===== config.mk =====
export PLATFORM = sky130hd
export DESIGN_NAME = seven_seg_capture_flat
export DESIGN_NICKNAME = d
export VERILOG_FILES = /design/src/rtl/seven_seg_capture_if.sv /design/src/rtl/seven_seg_capture.sv /design/src/flat_wrapper.sv
export SDC_FILE = /design/constraint.sdc
export NUM_CORES = 1
export LEC_CHECK = 0
export ABC_CLOCK_PERIOD_IN_PS = 6840
export CAP_MARGIN = 20
export CORE_AREA = 2 2 124 66
export DETAILED_ROUTE_END_ITERATION = 6
export DIE_AREA = 0 0 126 68
export HOLD_SLACK_MARGIN = 0.03
export MAX_ROUTING_LAYER = met4
export PLACE_DENSITY = 0.64
export SLEW_MARGIN = 10
export SYNTH_ARGS = -nofsm -noshare
export SYNTH_HDL_FRONTEND = slang
export SYNTH_SLANG_ARGS = --single-unit

===== constraint.sdc =====
create_clock -name clock -period 6.84 [get_ports clock]
set_input_delay 0.684 -clock clock [delete_from_list [all_inputs] [get_ports clock]]
set_output_delay 0.684 -clock clock [all_outputs]
set_load 0.01 [all_outputs]

===== src/rtl/seven_seg_capture_if.sv =====
// Scan lines observed from the display driver plus the
// decoded frame and status published by the capture monitor.
interface seven_seg_capture_if;
    logic [3:0]  anode;
    logic [6:0]  cathode;
    logic [15:0] value;
    logic        frame_valid;
    logic        locked;
    logic        seq_error;
    logic        decode_error;

    modport master (
        output anode,
        output cathode,
        input  value,
        input  frame_valid,
        input  locked,
        input  seq_error,
        input  decode_error
    );

    modport slave (
        input  anode,
        input  cathode,
        output value,
        output frame_valid,
        output locked,
        output seq_error,
        output decode_error
    );
endinterface


===== src/rtl/seven_seg_capture.sv =====
// Seven-segment scan monitor: debounces anode/cathode, decodes
// glyphs to nibbles and publishes in-order 0..3 frames.
module seven_seg_capture #(
    parameter int STABLE_CYCLES = 4
) (
    input  logic              clock,
    input  logic              reset,
    seven_seg_capture_if.slave bus
);
    localparam int CW = $clog2(STABLE_CYCLES + 1);
    localparam logic [CW-1:0] C_MAX = CW'(STABLE_CYCLES);
    localparam logic [CW-1:0] C_ONE = CW'(1);

    typedef enum logic {S_HUNT, S_TRACK} state_t;

    logic [3:0]    r_anode;
    logic [6:0]    r_cathode;
    logic [CW-1:0] r_cnt;
    logic          r_done;
    state_t        r_state;
    logic [1:0]    r_exp;
    logic [1:0]    r_last;
    logic [15:0]   r_digits;
    logic [15:0]   r_value;
    logic          r_fv;
    logic          r_seq;
    logic          r_dec;

    logic          w_diff;
    logic          w_commit;
    logic [6:0]    w_seg;
    logic          w_glyph_ok;
    logic [3:0]    w_nib;
    logic          w_idle;
    logic          w_legal;
    logic [1:0]    w_idx;

    state_t        w_n_state;
    logic [1:0]    w_n_exp;
    logic [1:0]    w_n_last;
    logic [15:0]   w_n_digits;
    logic [15:0]   w_n_value;
    logic          w_n_fv;
    logic          w_n_seq;
    logic          w_n_dec;

    assign w_diff   = {bus.anode, bus.cathode} != {r_anode, r_cathode};
    // One commit per stable period: r_done blocks repeats once saturated.
    assign w_commit = (r_cnt == C_MAX) && !r_done;

    // Sample register and stability counter.
    always_ff @(posedge clock or posedge reset) begin
        if (reset) begin
            r_anode   <= 4'hF;
            r_cathode <= 7'h7F;
            r_cnt     <= C_MAX;
            r_done    <= 1'b1;
        end else begin
            r_anode   <= bus.anode;
            r_cathode <= bus.cathode;
            if (w_diff) begin
                r_cnt  <= C_ONE;
                r_done <= 1'b0;
            end else begin
                if (r_cnt != C_MAX) r_cnt <= r_cnt + C_ONE;
                if (w_commit) r_done <= 1'b1;
            end
        end
    end

    // Glyph decode of the committed segment pattern (active-high gfedcba).
    always_comb begin
        w_seg      = ~r_cathode;
        w_glyph_ok = 1'b1;
        w_nib      = 4'h0;
        case (w_seg)
            7'h3F: w_nib = 4'h0;
            7'h06: w_nib = 4'h1;
            7'h5B: w_nib = 4'h2;
            7'h4F: w_nib = 4'h3;
            7'h66: w_nib = 4'h4;
            7'h6D: w_nib = 4'h5;
            7'h7D: w_nib = 4'h6;
            7'h07: w_nib = 4'h7;
            7'h7F: w_nib = 4'h8;
            7'h6F: w_nib = 4'h9;
            7'h77: w_nib = 4'hA;
            7'h7C: w_nib = 4'hB;
            7'h39: w_nib = 4'hC;
            7'h5E: w_nib = 4'hD;
            7'h79: w_nib = 4'hE;
            7'h71: w_nib = 4'hF;
            default: w_glyph_ok = 1'b0;
        endcase
    end

    // Anode classification: idle, single digit, or illegal.
    always_comb begin
        w_idle  = 1'b0;
        w_legal = 1'b0;
        w_idx   = 2'd0;
        case (r_anode)
            4'b1111: w_idle = 1'b1;
            4'b1110: begin w_legal = 1'b1; w_idx = 2'd0; end
            4'b1101: begin w_legal = 1'b1; w_idx = 2'd1; end
            4'b1011: begin w_legal = 1'b1; w_idx = 2'd2; end
            4'b0111: begin w_legal = 1'b1; w_idx = 2'd3; end
            default: ;
        endcase
    end

    // Sequencing FSM: next state, digit capture and frame publish.
    always_comb begin
        w_n_state  = r_state;
        w_n_exp    = r_exp;
        w_n_last   = r_last;
        w_n_digits = r_digits;
        w_n_value  = r_value;
        w_n_fv     = 1'b0;
        w_n_seq    = r_seq;
        w_n_dec    = r_dec;
        if (w_commit && !w_idle) begin
            if (!w_legal) begin
                w_n_seq   = 1'b1;
                w_n_state = S_HUNT;
            end else begin
                w_n_last = w_idx;
                if (!w_glyph_ok) begin
                    w_n_dec   = 1'b1;
                    w_n_state = S_HUNT;
                end else if (r_state == S_HUNT) begin
                    w_n_digits[{w_idx, 2'b00} +: 4] = w_nib;
                    if (w_idx == 2'd0) begin
                        w_n_state = S_TRACK;
                        w_n_exp   = 2'd1;
                    end
                end else if (w_idx == r_exp) begin
                    w_n_digits[{w_idx, 2'b00} +: 4] = w_nib;
                    w_n_exp = r_exp + 2'd1;
                    if (w_idx == 2'd3) begin
                        w_n_value = w_n_digits;
                        w_n_fv    = 1'b1;
                    end
                end else if (w_idx == r_last) begin
                    // Cathode changed while the same digit stayed on.
                    w_n_digits[{w_idx, 2'b00} +: 4] = w_nib;
                end else begin
                    w_n_seq = 1'b1;
                    if (w_idx == 2'd0) begin
                        w_n_digits[{w_idx, 2'b00} +: 4] = w_nib;
                        w_n_exp = 2'd1;
                    end else begin
                        w_n_state = S_HUNT;
                    end
                end
            end
        end
    end

    // State, digit and output registers.
    always_ff @(posedge clock or posedge reset) begin
        if (reset) begin
            r_state  <= S_HUNT;
            r_exp    <= 2'd0;
            r_last   <= 2'd0;
            r_digits <= 16'h0000;
            r_value  <= 16'h0000;
            r_fv     <= 1'b0;
            r_seq    <= 1'b0;
            r_dec    <= 1'b0;
        end else begin
            r_state  <= w_n_state;
            r_exp    <= w_n_exp;
            r_last   <= w_n_last;
            r_digits <= w_n_digits;
            r_value  <= w_n_value;
            r_fv     <= w_n_fv;
            r_seq    <= w_n_seq;
            r_dec    <= w_n_dec;
        end
    end

    assign bus.value        = r_value;
    assign bus.frame_valid  = r_fv;
    assign bus.locked       = (r_state == S_TRACK);
    assign bus.seq_error    = r_seq;
    assign bus.decode_error = r_dec;
endmodule


===== src/flat_wrapper.sv =====
// flat-port wrapper written by rule: the top's interface ports become plain ports
module seven_seg_capture_flat 
#(
    parameter int STABLE_CYCLES = 4
)
  (clock, reset, bus_anode, bus_cathode, bus_value, bus_frame_valid, bus_locked, bus_seq_error, bus_decode_error);
  seven_seg_capture_if bus_i ();
  input  logic clock;
  input  logic reset;
  input wire logic [$bits(bus_i.anode)-1:0] bus_anode;
  input wire logic [$bits(bus_i.cathode)-1:0] bus_cathode;
  output wire logic [$bits(bus_i.value)-1:0] bus_value;
  output wire logic [$bits(bus_i.frame_valid)-1:0] bus_frame_valid;
  output wire logic [$bits(bus_i.locked)-1:0] bus_locked;
  output wire logic [$bits(bus_i.seq_error)-1:0] bus_seq_error;
  output wire logic [$bits(bus_i.decode_error)-1:0] bus_decode_error;
  assign bus_i.anode = bus_anode;
  assign bus_i.cathode = bus_cathode;
  assign bus_value = bus_i.value;
  assign bus_frame_valid = bus_i.frame_valid;
  assign bus_locked = bus_i.locked;
  assign bus_seq_error = bus_i.seq_error;
  assign bus_decode_error = bus_i.decode_error;
  seven_seg_capture #(.STABLE_CYCLES(STABLE_CYCLES)) u_core (.clock(clock), .reset(reset), .bus(bus_i));
endmodule

==> results of run 1 <==
## metal layers
layer  vias to the layer above  wire, um
met4                         0        83
li1                       1151         -
met3                        10       497
met1                      1179      3859
met2                        75      2776
met5                         -         0
## cells by family after synthesis
kind of cell               Yosys count  share of synthesized area (%)
buffers and inverters               27                          4.327
xor gates and xnor gates            14                          4.241
and+or+nand+nor                    124                          24.15
muxes                                1                         0.3894
DFF                                 51                          44.70
adders and majority gates            7                          3.029
AOI/OAI and AO/OA                   78                          19.17
## cell type report
| cell class | instances | area share, % |
|---|---|---|
| Sequential cell | 51 | 37.43 |
| Multi-Input combinational cell | 224 | 42.86 |
| Timing Repair Buffer | 35 | 10.29 |
| Inverter | 10 | 1.087 |
| Clock inverter | 2 | 1.087 |
| Clock buffer | 5 | 3.623 |
| Tap cell | 100 | 3.623 |
## worst paths after layout
kind | to | slack (ps) | cells after the start
hold / removal | u_core.r_digits[7]$_DFFE_PP0P_ | 490 | 1
min in group asynchronous | u_core.bus.value[11]$_DFFE_PP0P_ | 770 | 2
setup / recovery | u_core.r_digits[3]$_DFFE_PP0P_ | 4140 | 6
max in group asynchronous | u_core.r_anode[3]$_DFF_PP1_ | 5450 | 3
setup reg to reg | u_core.r_digits[3]$_DFFE_PP0P_ | 4140 | 6
hold reg to reg | u_core.r_digits[7]$_DFFE_PP0P_ | 490 | 1
## power groups by stage
stage	sequential (mW)	combinational (mW)	clock [mW]
after floorplan	0.315	0.0427	0
after global placement	0.325	0.0522	0
after detailed placement	0.326	0.0527	0
after CTS	0.320	0.0532	0.289
after global routing	0.322	0.0603	0.303
final	0.321	0.0545	0.282
## cell usage after synthesis (2+ instances only)
cell,instances
dfrtp_1,38
nand2_1,26
nor2_1,25
a21oi_1,20
dfstp_2,13
xor2_1,13
buf_2,10
nand2b_1,10
o21ai_0,10
inv_1,9
nand3_1,9
a31oi_1,8
nor3_1,8
o2bb2ai_1,8
ha_1,7
nor2b_1,7
and3_1,6
a221o_1,5
clkbuf_1,4
nor3b_1,4
nor4b_1,4
o21ai_1,4
a21o_1,3
a22oi_1,3
buf_4,3
nand3b_1,3
or3b_2,3
a2111oi_0,2
a311oi_1,2
and3b_1,2
and4b_1,2
nand4b_1,2
nor4_1,2
o21a_1,2
o31ai_1,2
or3_1,2
## flip-flops by register name, summed over array words and instances, names as in the netlist, 2 cells and up
name / cells
u_core.r_digits: 12
u_core.r_cnt: 3
u_core.bus.value: 16
u_core.r_last: 2
u_core.r_cathode: 7
u_core.r_exp: 2
u_core.r_anode: 4
## per-stage QoR
| step | area (um^2) | total power [mW] |
|---|---|---|
| floorplan | 2892 | 0.3578 |
| CTS | 3433 | 0.6627 |
| finish | 3453 | 0.6567 |
| global route | 3453 | 0.6851 |
| global placement | 3271 | 0.3772 |
| detailed placement | 3271 | 0.3784 |
## worst max-delay path: stages, from the launching register on
cell and delay (ps):
dfstp_2 720, or4b_4 520, o22ai_4 190, o21ai_1 180, a31oi_4 330, nand2_2 230, a221o_1 400
==> out/metrics.yaml, run 1 <==
placed_design:
  dp_hpwl_um: 5186
  pre_cts_ws_ps: 4152
  gp_congestion: 0.8404
  dpl.cell_count: 419
  io_buffer_count: 32
yosys:
  synth_area_leader_cell: "dfrtp_1"
  yosys-top-cells-area: "dfrtp_1 (33%), dfstp_2 (12%), xor2_1 (3.9%)"
  synth-seq-cells: 51
  synth.cell_area_mm2: 0.002892
  ys_types: 57
  synthFlopType: "dfrtp_1"
  synth-async-reset-ratio_pct: 100.0
  synth_edf_count: 0
  synth_seq_area_share_pct: 44.70
  syn_avg_cell_area_um2: 9.575
  synth_warnings: 0
  synthDominantCellAreaShare_pct: 32.89
  syn_inst: 302
  syn_nets: 322
final_layout:
  drive_above_1_share_pct: 11.62
  multi_input_area_mm2: 0.001480
  synthToLayoutAreaGrowth_pct: 19.43
  fin_nets: 347
  diodes: 0
  fin_util_pct: 45.45
  layout_commonest_cell: "dfrtp_1"
  finalNonFillerCells: 427
  most-common-layout-cells: "dfrtp_1 (38), clkdlybuf4s50_1 (32), nand2_1 (26)"
  nFillCells: 732
  regArea_mm2: 0.001292
grt:
  grt_overflow_total: 0
  grt_first_pass_wirelength_um: 11620
  grt-busiest-layer: "met1"
  antenna_found_initial: 0
  grt_util_all_layers_pct: 18.19
  grt_pass1_vias: 2124
  grt_util_met1_pct: 27.50
  grt_use_met3_pct: 5.082
  gr-usage-met2_pct: 22.85
  grt_max_degree: 52
power_and_ir_drop:
  p_switching_uw: 154.3
  ir_drop_mv: 0.08030
  p_seq_share_pct: 48.8
  power_switching_share_pct: 23.50
  p_int_uw: 502.3
  p_clk_share_pct: 42.9
  power.density_mw_per_mm2: 190.2
  comb_power_share_pct: 8.3
  p_leak_nw: 1.357
min_path:
  hp-class: "flop to flop"
  min-delay-start: "u_core.r_digits[7]$_DFFE_PP0P_"
clock_network:
  clk_latency_ps: 300
  cts_hold_buf: 0
  cts_sinks: 51
  clk_pin_slew_worst_paths_ps: 70
  cts.path.max_buffers: 2
  cts_htree_levels: 2
  cts_repair_resize_count: 0
  tritoncts: "built"
  cts_buffers: 5
  cts_setup_buffers: 0
  root_buffer: "clkbuf_16"
floorplanning:
  fp-row-count: 23
  die_h_um: 68
  floorplan.die_area_mm2: 0.008568
  start_util_pct: 38.06
  core-area_mm2: 0.007597
  ios: 33
  die_w_um: 126
drt:
  vias: 2415
  drc: 0
  wire_per_inst_um: 16.90
  via_per_inst: 5.656
  ant_nets: 0
  dr.first_iter.drc_count: 310
  finalWirelength_um: 7216
  first_pass_iters: 4
sta:
  timing.final.ws_setup_ps: 4145
  finalCritPeriodShare_pct: 39.41
  maxSlewHeadroom_pct: 40.29
  hold_violations: 0
  skew_ps: 8.637
  setup_viol: 0
  fin_tns_setup_ps: 0
  timing.fmax_mhz: 371.0
  min_period_ps: 2695
  worst_slew_pin_slew_ps: 883.2
  report.final.slew_viol_count: 0
  hold_slack_ps: 487.6
  rsz0062_at_grt: "no"
setup_path:
  setup.worst_path.end_class: "flop"
  timing.rr.start: "u_core.r_cathode[3]$_DFF_PP1_"
  path_max_fanout: 18
  crit_required_ps: 7020
  critPathLaunchType: "flop"
  crit_arrival_ps: 2870
  path_class: "flop to flop"
  crit_start: "u_core.r_cathode[3]$_DFF_PP1_"
run_status:
  status: "finished, final reports clean"
run:
  cap_violations: 0
Note: power is estimated with default switching activity, not from simulation.
==> run 2, diff against run 1 <==
Settings changed: ABC_CLOCK_PERIOD_IN_PS 6840 to 2250, PLACE_DENSITY 0.64 to 0.66.
Clock period 6.84 ns to 2.25 ns, I/O delays scaled along.
==> out/metrics.yaml, run 2 (synthesis results as in run 1) <==
run_status:
  status: "finished, violations left"  # was finished, final reports clean
  violations: "setup timing"
power_and_ir_drop:
  p_int_mw: 1.515  # was 502.3 uW
  power.density_mw_per_mm2: 485.6  # was 190.2 mW/mm^2
  ir_drop_mv: 0.2640  # was 0.08030 mV
  p_total_mw: 2.037  # was 656.7 uW
  p_switching_uw: 522.2  # was 154.3 uW
  p_clk_share_pct: 39.6  # was 42.9%
  power_switching_share_pct: 25.63  # was 23.50%
  comb_power_share_pct: 13.4  # was 8.3%
  p_leak_nw: 1.698  # was 1.357 nW
  p_seq_share_pct: 47.0  # was 48.8%
setup_path:
  path_cells: "or4b_4 > o22ai_4 > o211ai_4 > and3_4 > a211o_1 > a221o_1"  # was or4b_4 > o22ai_4 > o21ai_1 > a31oi_4 > nand2_2 > a221o_1
  endpoint: "u_core.r_exp[1]$_DFFE_PP0P_"  # was u_core.r_digits[3]$_DFFE_PP0P_
  max_stage_delay_ps: 550  # was 720 ps
  setup.worst_path.end_class: "flop"  # unchanged
  r2r_cells: 6  # unchanged
  path_depth: 6  # unchanged
  cp_num_buf_inv: 0  # unchanged
  r2r_setup_slack_ps: -40  # was 4140 ps
  worst_path_max_delay_cell: "dfstp_2"  # unchanged
  crit_start: "u_core.r_cathode[3]$_DFF_PP1_"  # unchanged
  crit_family: "compound AO/OA/AOI/OAI gates"  # unchanged
  critPathLaunchType: "flop"  # unchanged
  timing.rr.start: "u_core.r_cathode[3]$_DFF_PP1_"  # unchanged
  path_max_fanout: 3  # was 18
  path_class: "flop to flop"  # unchanged
  crit_arrival_ps: 2480  # was 2870 ps
  r2r-end: "u_core.r_exp[1]$_DFFE_PP0P_"  # was u_core.r_digits[3]$_DFFE_PP0P_
  crit_required_ps: 2440  # was 7020 ps
sta:
  maxSlewHeadroom_pct: 63.65  # was 40.29%
  finalCritPeriodShare_pct: 101.7  # was 39.41%
  skew_ps: 9.436  # was 8.637 ps
  timing.final.ws_setup_ps: -38.37  # was 4145 ps
  worst_slew_pin_slew_ps: 541.1  # was 883.2 ps
  timing.fmax_mhz: 437.0  # was 371.0 MHz
  hold_violations: 0  # unchanged
  rsz0062_at_grt: "yes"  # was no
  setup_viol: 13  # was 0
  fin_tns_setup_ps: -274.5  # was 0 ps
  report.final.slew_viol_count: 0  # unchanged
  hold_slack_ps: 286.2  # was 487.6 ps
  min_period_ps: 2288  # was 2695 ps
final_layout:
  nFillCells: 670  # was 732
  finalInstanceArea_mm2: 0.004195  # was 0.003453 mm^2
  most-common-layout-cells: "buf_4 (56), dfrtp_1 (38), clkdlybuf4s50_1 (32)"  # was dfrtp_1 (38), clkdlybuf4s50_1 (32), nand2_1 (26)
  drive_above_1_share_pct: 37.63  # was 11.62%
  diodes: 0  # unchanged
  layout_commonest_cell: "buf_4"  # was dfrtp_1
  synthToLayoutAreaGrowth_pct: 45.09  # was 19.43%
  largest_reg_flops: 16  # unchanged
  fin_util_pct: 55.22  # was 45.45%
  regArea_mm2: 0.001292  # unchanged
  fin_nets: 407  # was 347
  multi_input_area_mm2: 0.001770  # was 0.001480 mm^2
floorplanning:
  die_h_um: 68  # unchanged
  die_w_um: 126  # unchanged
  fp-row-count: 23  # unchanged
  ios: 33  # unchanged
  core-area_mm2: 0.007597  # unchanged
  start_util_pct: 38.06  # unchanged
  floorplan.die_area_mm2: 0.008568  # unchanged
drt:
  ant_nets: 0  # unchanged
  wire_per_inst_um: 16.48  # was 16.90 um
  finalWirelength_um: 8043  # was 7216 um
  first_pass_iters: 5  # was 4
  via_per_inst: 5.391  # was 5.656
  vias: 2631  # was 2415
  dr.first_iter.drc_count: 188  # was 310
  drc: 0  # unchanged
clock_network:
  clk_pin_slew_worst_paths_ps: 70  # about the same
  cts.path.max_buffers: 2  # unchanged
  tritoncts: "built"  # unchanged
  cts_sinks: 51  # unchanged
  clk_latency_ps: 300  # about the same
  cts_htree_levels: 2  # unchanged
  root_buffer: "clkbuf_16"  # unchanged
  cts_buffers: 5  # unchanged
placed_design:
  dp_hpwl_um: 5694  # was 5186 um
  gp_congestion: 0.9098  # was 0.8404
  io_buffer_count: 32  # unchanged
  dpl_cell_area_mm2: 0.003617  # was 0.003271 mm^2
grt:
  antenna_found_initial: 0  # unchanged
  grt_overflow_total: 0  # unchanged
  grt_pass1_vias: 2443  # was 2124
  grt_util_all_layers_pct: 19.73  # was 18.19%
  grt_first_pass_wirelength_um: 12660  # was 11620 um
  grt_max_degree: 26  # was 52
run:
  cap_violations: 0  # unchanged
min_path:
  hp-class: "input port to asynchronous set/reset pin"  # was flop to flop
==> run 2: cell count changes in the layout (fill, tap and decap cells not counted), moves of 5 or more <==
cell / change
a21oi_1: -5
a21oi_2: +5
buf_4: +54
nor2_1: -9
nor2_2: +6
==> run 2: cell type report <==
| cell class | instances | area share (%) |
|---|---|---|
| Clock inverter | 2 | 0.3877 |
| Multi-Input combinational cell | 224 | 42.20 |
| Sequential cell | 51 | 30.81 |
| Tap cell | 100 | 2.982 |
| Timing Repair Buffer | 95 | 19.33 |
| Clock buffer | 6 | 3.310 |
| Inverter | 10 | 0.9842 |
==> run 2: power groups by stage <==
stage,sequential (mW),combinational [mW],clock (mW)
6_report,0.956,0.273,0.807
5_1_grt,0.958,0.298,0.855
4_1_cts,0.958,0.237,0.818
3_5_place_dp,0.975,0.225,0
3_3_place_gp,0.974,0.222,0
2_1_floorplan,0.958,0.133,0
==> run 2: worst register-to-register path, stage by stage (launching register included) <==
cell      delay, ps
dfstp_2         550
or4b_4          480
o22ai_4         240
o211ai_4        150
and3_4          200
a211o_1         250
a221o_1         320
==> run 2: stage by stage <==
step | worst slack [ps] | std cells
3_5_place_dp | -99.37 | 464
6_report | -38.37 | 488
4_1_cts | -25.77 | 474
2_1_floorplan | -17.72 | 302
5_1_grt | -135.5 | 488
3_3_place_gp | -52.87 | 464
==> run 2: how the worst min path moves through the flow <==
stage                                         from                                   to  slack [ps]  cells after the start
5_1_grt                                      reset      u_core.bus.value[5]$_DFFE_PP0P_         320                      2
4_1_cts                                      reset          u_core.r_exp[1]$_DFFE_PP0P_         300                      2
3_5_place_dp   u_core.bus.decode_error$_DFFE_PP0P_  u_core.bus.decode_error$_DFFE_PP0P_         460                      1
2_1_floorplan                         bus_anode[0]          u_core.r_anode[0]$_DFF_PP1_         230                      0
3_3_place_gp   u_core.bus.decode_error$_DFFE_PP0P_  u_core.bus.decode_error$_DFFE_PP0P_         460                      1
6_report                                     reset          u_core.r_exp[1]$_DFFE_PP0P_         290                      2
==> run 2: what timing repair did <==
| action | in CTS | in global routing |
|---|---|---|
| pin swaps | 2 | 4 |
| gates resized for setup | 17 | 53 |
| endpoints found under the setup margin | 29 | 30 |
| hold buffers | 0 | 0 |
| hold endpoints to repair | 0 | 0 |
| buffers inserted | 2 | 11 |
| gates cloned | 0 | 3 |
==> run 2: layer usage <==
metal	wire (um)	track usage (%)	up-vias
met5	0	-	-
li1	-	-	1264
met2	3286	27.28	71
met4	78	4.945	0
met3	440	4.691	10
met1	4238	28.84	1286
